**src/rtl/sample_window8_pkg.sv**
```systemverilog
// Shared constants and types for the sample_window8 streaming window front-end.
package sample_window8_pkg;
  localparam int WIN_DEPTH = 8;
  localparam logic MODE_BLOCK = 1'b0;
  localparam logic MODE_SLIDE = 1'b1;
  localparam int FILL_W = 4;

  typedef logic [FILL_W-1:0] fill_t;

  localparam fill_t FILL_FULL = fill_t'(WIN_DEPTH);
endpackage

```
**src/rtl/sample_window8.sv**
```systemverilog
// Collects unsigned samples into an 8-deep shift window, emitted either as
// non-overlapping blocks or as a sliding window with valid/ready on both sides.
module sample_window8
  import sample_window8_pkg::*;
#(
  parameter int BIT_WIDTH = 16
) (
  input  logic                 clk,
  input  logic                 rst,
  input  logic                 mode,
  input  logic                 clear,
  input  logic                 in_valid,
  input  logic [BIT_WIDTH-1:0] in_data,
  output logic                 in_ready,
  output logic                 out_valid,
  input  logic                 out_ready,
  output logic [BIT_WIDTH-1:0] data0,
  output logic [BIT_WIDTH-1:0] data1,
  output logic [BIT_WIDTH-1:0] data2,
  output logic [BIT_WIDTH-1:0] data3,
  output logic [BIT_WIDTH-1:0] data4,
  output logic [BIT_WIDTH-1:0] data5,
  output logic [BIT_WIDTH-1:0] data6,
  output logic [BIT_WIDTH-1:0] data7,
  output logic [FILL_W-1:0]    fill_count
);

  logic [BIT_WIDTH-1:0] r_win [WIN_DEPTH];
  fill_t                r_fill;
  logic                 r_out_valid;
  logic                 r_mode_q;

  logic  w_flush;
  logic  w_accept;
  logic  w_out_evt;
  fill_t w_fill_inc;

  function automatic fill_t sat_inc(input fill_t f);
    return (f >= FILL_FULL) ? FILL_FULL : f + fill_t'(1);
  endfunction

  // A mode switch behaves as a flush so no window ever mixes the two modes.
  assign w_flush    = clear || (mode != r_mode_q);
  assign w_fill_inc = sat_inc(r_fill);
  assign w_out_evt  = r_out_valid && out_ready;
  assign w_accept   = in_valid && in_ready;

  always_comb begin
    in_ready = 1'b0;
    if (!rst && !w_flush) begin
      if (r_mode_q == MODE_SLIDE) in_ready = !r_out_valid || out_ready;
      else                        in_ready = !r_out_valid;
    end
  end

  always_ff @(posedge clk) begin
    if (rst) begin
      r_mode_q    <= MODE_BLOCK;
      r_fill      <= '0;
      r_out_valid <= 1'b0;
      for (int k = 0; k < WIN_DEPTH; k++) r_win[k] <= '0;
    end else begin
      r_mode_q <= mode;
      if (w_flush) begin
        r_fill      <= '0;
        r_out_valid <= 1'b0;
        for (int k = 0; k < WIN_DEPTH; k++) r_win[k] <= '0;
      end else if (w_accept) begin
        for (int k = 0; k < WIN_DEPTH - 1; k++) r_win[k] <= r_win[k+1];
        r_win[WIN_DEPTH-1] <= in_data;
        r_fill             <= w_fill_inc;
        r_out_valid        <= (w_fill_inc == FILL_FULL);
      end else if (w_out_evt) begin
        // Block mode restarts the count; the old words linger until overwritten.
        r_out_valid <= 1'b0;
        if (r_mode_q == MODE_BLOCK) r_fill <= '0;
      end
    end
  end

  assign out_valid  = r_out_valid;
  assign fill_count = r_fill;
  assign data0 = r_win[0];
  assign data1 = r_win[1];
  assign data2 = r_win[2];
  assign data3 = r_win[3];
  assign data4 = r_win[4];
  assign data5 = r_win[5];
  assign data6 = r_win[6];
  assign data7 = r_win[7];

endmodule

```
**config.mk**
```make
export PLATFORM = sky130hd
export DESIGN_NAME = sample_window8
export DESIGN_NICKNAME = d
export VERILOG_FILES = /design/src/rtl/sample_window8_pkg.sv /design/src/rtl/sample_window8.sv
export SDC_FILE = /design/constraint.sdc
export NUM_CORES = 1
export LEC_CHECK = 0
export BUFFER_PORTS_ARGS = -buffer_cell sky130_fd_sc_hd__buf_2
export CORE_MARGIN = 2
export CORE_UTILIZATION = 40
export DETAILED_ROUTE_END_ITERATION = 16
export GPL_TIMING_DRIVEN = 1
export PLACE_DENSITY = 0.61
export SYNTH_ARGS = -nofsm -noshare
export SYNTH_HDL_FRONTEND = slang
export SYNTH_SLANG_ARGS = --single-unit
```
**constraint.sdc**
```tcl
create_clock -name clk -period 3.95 [get_ports clk]
set_input_delay 0.5925 -clock clk [delete_from_list [all_inputs] [get_ports clk]]
set_output_delay 0.5925 -clock clk [all_outputs]
set_load 0.005 [all_outputs]
```
### Word-level counts from Yosys, hierarchy flattened

Memory sizes are Yosys's and may differ from the RTL's.
Cells that the tools add are included.

* bits in registers: 6
* bits in latches: 0
* memory bits (writable): 128
* ROM bits: 0
* input port bits: 22
* output and inout port bits: 134
* logic and storage cells: 69
* memories kept: 1

* $add $sub $neg: 1
* multipliers: 0
* divide/modulo/power cells: 0
* order comparisons: 1
* equal/unequal tests: 3
* shift operators: 0
* mux-type cells: 33
* bitwise gates (word level): 16
* reductions and logical operators: 11

Memory list
* r_win: words 8, width 16, read ports 8, clocked after memory_dff 0, wr ports 8, line sample_window8.sv:28 `logic [BIT_WIDTH-1:0] r_win [WIN_DEPTH];`

Operator list (number)
* $mux W16: 16
* $mux W4: 4
* $or A1 B1 Y1: 16
* $mux W1: 13
* $add A4 B1 Y4 const B: 1
* $eq A4 B4 Y1 const B: 1
* $ge A4 B4 Y1 const B: 1
* $logic_and A1 B1 Y1: 3
* $logic_not A1 Y1: 3
* $logic_or A1 B1 Y1: 2
* $ne A2 B1 Y1 const B: 1
* $reduce_and A2 Y1: 1
* $reduce_bool A2 Y1: 1
* $reduce_or A2 Y1: 1
* $ne A1 B1 Y1: 1

### Logic depth before layout (Yosys ltp)

* depth in word-level cells: 11
* gate-level depth with buffers: 6
* gate-level depth less buffers: 5

### Least setup slack after synthesis

OpenSTA, ideal clock, no wires.

* kind: input-to-reg
* from: in rst
* to: mem r_win[1][0], in the netlist r_win[0][16], enable pin
* library setup time: 0.406 ns
* arrival: 2.192 ns
* required time: 3.544 ns
* setup slack: 1.352 ns
* stages on the path: 4
* path buffers: 1
* cells stage by stage: nor4b_4 > a22oi_2 > buf_2 > nand2_1

RTL lines
* start, declared: line sample_window8.sv:9 `input logic rst,`
* end, declared: line sample_window8.sv:28

==> flow_summary.yaml <==
outcome:
  outcome: "finished clean"
timing:
  hold_viol: 0
  min_period_ps: 2250
  rsz0062_at_grt: "no"
  tightest_slew_ps: 1060
  setup_viol: 0
  fin_tns_setup_ps: 0
  fin_crit_sh: 0.569
  final_max_slew_viol_count: 0
  finalClockSkew_ps: 6.91
  hold_ws_ps: 455
  slew_headroom: 0.290
  max_clock_freq_mhz: 445
cts:
  cts_tree: "yes"
  ctsHtreeMaxLevel: 4
  clock_sinks: 134
  postCtsSetupBuffers: 0
  clkLatencyLatePin_ps: 410
  postCtsHoldBufs: 0
  clockBufferDepth: 2
  cts_made_buffers: 17
  clock-root-buffer: "clkbuf_16"
  clk_pin_slew_ps: 60
  post_cts_resized: 0
place:
  port_buffers: 155
  place_congestion: 0.740
  post-dp-hpwl_mm: 6.93
critical_path:
  reg2reg_depth: 4
  reg2reg_setup_slack_ps: 1730
  worstPathArrival_ps: 2280
  cp_slowest_stage_delay_ps: 780
  start_kind: "primary input"
  cpMaxStageDelayCell: "nand2_2"
  required_ps: 3980
  worstReg2RegStart: "out_valid"
  r2r-end: "r_win[0][54]"
  end_kind: "flip-flop"
  path_max_fanout: 48
  crit_chain: "buf_2, nor4b_4, a22oi_2, buf_4, nand2_2"
  critPathKind: "in2reg"
floorplanning:
  core_um2: 13700
  die_area_um2: 14900
  fp.dieH_um: 122
  start_util: 0.406
  die_x_um: 122
  io_pins: 156
  fp-row-count: 43
global_route:
  overflow: 0
  grt_first_pass_wirelength_mm: 15.2
  grt_max_degree: 68
  antenna_found_initial: 0
  grt_usage: 0.138
  grt_pass1_vias: 3089
routing:
  drtIter0Drc: 152
  final_antenna_net_count: 0
  firstDrtPassIters: 4
  wl_per_cell_um: 14.3
  drc: 0
  routed_via_density: 4.51
  drt_wl_total_mm: 10.1
  vias: 3186
logic_synthesis:
  synth_edf_count: 112
  synth_ff_type: "edfxtp_1"
  synthesis.area_um2: 5570
  synth_nets: 378
  postSynthCellCount: 354
  synthTopCellsByCount: "edfxtp_1 (112), and2_4 (100), dfxtp_1 (22), nand2_1 (20), nand3b_1 (17)"
  post_synth_num_cell_types: 36
  synth.most_common_cell: "edfxtp_1"
  avgSynthCellArea_um2: 15.7
  yosys_warnings: 0
  synth_top_area_frac: 0.603
  synthTopCellsByArea: "edfxtp_1 (60%), and2_4 (16%), dfxtp_1 (7.9%), buf_8 (3.0%), nand3b_1 (2.3%)"
  postSynth.asyncResetShare: 0
  yosys.area.top_type: "edfxtp_1"
  ys_seq_elements: 134
  yosysSeqAreaShare: 0.682
cells_and_area:
  area_growth_pct: 25.9
  finish.net_count: 537
  seqCellArea_um2: 3800
  drive_above_1_share: 0.567
  fill_cells: 1219
  multiInputGateArea_um2: 1530
  diodes: 0
hold_path:
  min_path_cells: 2
  whs_endpoint: "r_win[0][124]"
  hp-start: "in_data[12]"
  hp-class: "in2reg"
power:
  power.density_nw_per_um2: 499
  ir_worst_vdd_mv: 0.287
  leakagePower_uw: 0.00320
run:
  cap_violations: 0
[power by group]
group / leakage, uW / internal [uW] / switching (uW)
logic: 0.00142 / 78.0 / 99.0
registers: 0.00149 / 1600 / 35.0
clock network: 0.000299 / 1110 / 573
total: 0.00320 / 2790 / 707
[critical path: cells and delay by family]
| kind | cells | cell delay (ps) |
|---|---|---|
| AOI/OAI and AO/OA | 1 | 80 |
| buffers and inverters | 2 | 440 |
| and+or+nand+nor | 2 | 1130 |
[flip-flops by register name (all words and copies together), names as in the netlist]
name	cells
r_win	128
fill_count	4
out_valid	1
r_mode_q	1
[per-layer routing]
layer  GRT usage  vias to the layer above  part of all wire
li1            -                     1553                 -
met1       0.157                     1477              0.41
met2       0.210                      142              0.45
met3      0.0829                       14              0.12
met4      0.0560                        0             0.018
met5           0                        -                 0
[cell usage in the layout (no fill, tap or decap), drive strengths merged]
| cell type | count |
|---|---|
| a21oi | 20 |
| a22o | 1 |
| a22oi | 1 |
| a2bb2oi | 1 |
| and2 | 112 |
| and3 | 1 |
| buf | 159 |
| bufinv | 5 |
| clkbuf | 18 |
| clkinv | 5 |
| clkinvlp | 3 |
| dfxtp | 22 |
| edfxtp | 112 |
| ha | 2 |
| inv | 3 |
| nand2 | 20 |
| nand2b | 1 |
| nand3 | 3 |
| nand3b | 17 |
| nand4 | 1 |
| nor2 | 5 |
| nor2b | 2 |
| nor3 | 1 |
| nor3b | 2 |
| nor4b | 1 |
| o21a | 1 |
| o21bai | 1 |
| o31ai | 1 |
| or3 | 1 |
| or3b | 1 |
| xnor2 | 2 |
| xor2 | 1 |
[cell type report]
cell class                      instances  area share
Clock buffer                           18      0.0612
Clock inverter                         14      0.0294
Inverter                                2     0.00107
Multi-Input combinational cell        199       0.217
Sequential cell                       134       0.542
Tap cell                              180      0.0321
Timing Repair Buffer                  159       0.117
[stage by stage]
step,total power (uW),std cells,utilization,instance area [um^2],setup WS [ps]
after floorplan,1750,354,-,5570,1350
after global placement,1840,674,0.465,6380,1310
after detailed placement,1850,674,0.465,6380,1230
after CTS,3530,706,0.511,7020,1670
after global routing,3620,706,0.511,7020,1540
final,3500,706,0.511,7020,1700
[logic make-up (layout without fill, tap and decap cells)]
family,Yosys count,after routing,share of synthesized area
AND/OR/NAND/NOR,168,168,0.232
AO/OA/AOI/OAI,26,26,0.0323
XOR/XNOR,3,3,0.00471
adder cells (fa/ha/maj),2,2,0.00449
flip-flops,134,134,0.682
buffers and inverters,21,193,0.0444
[worst max path at each step]
stage | from | end | slack (ps) | depth (start not counted)
4_1_cts | rst | r_win[0][54] | 1670 | 5
6_report | rst | r_win[0][54] | 1700 | 5
3_5_place_dp | rst | r_win[0][57] | 1230 | 5
5_1_grt | rst | r_win[0][39] | 1540 | 5
3_3_place_gp | rst | r_win[0][55] | 1310 | 5
2_1_floorplan | rst | r_win[0][16] | 1350 | 4
Note: power is estimated with default switching activity, not from simulation.
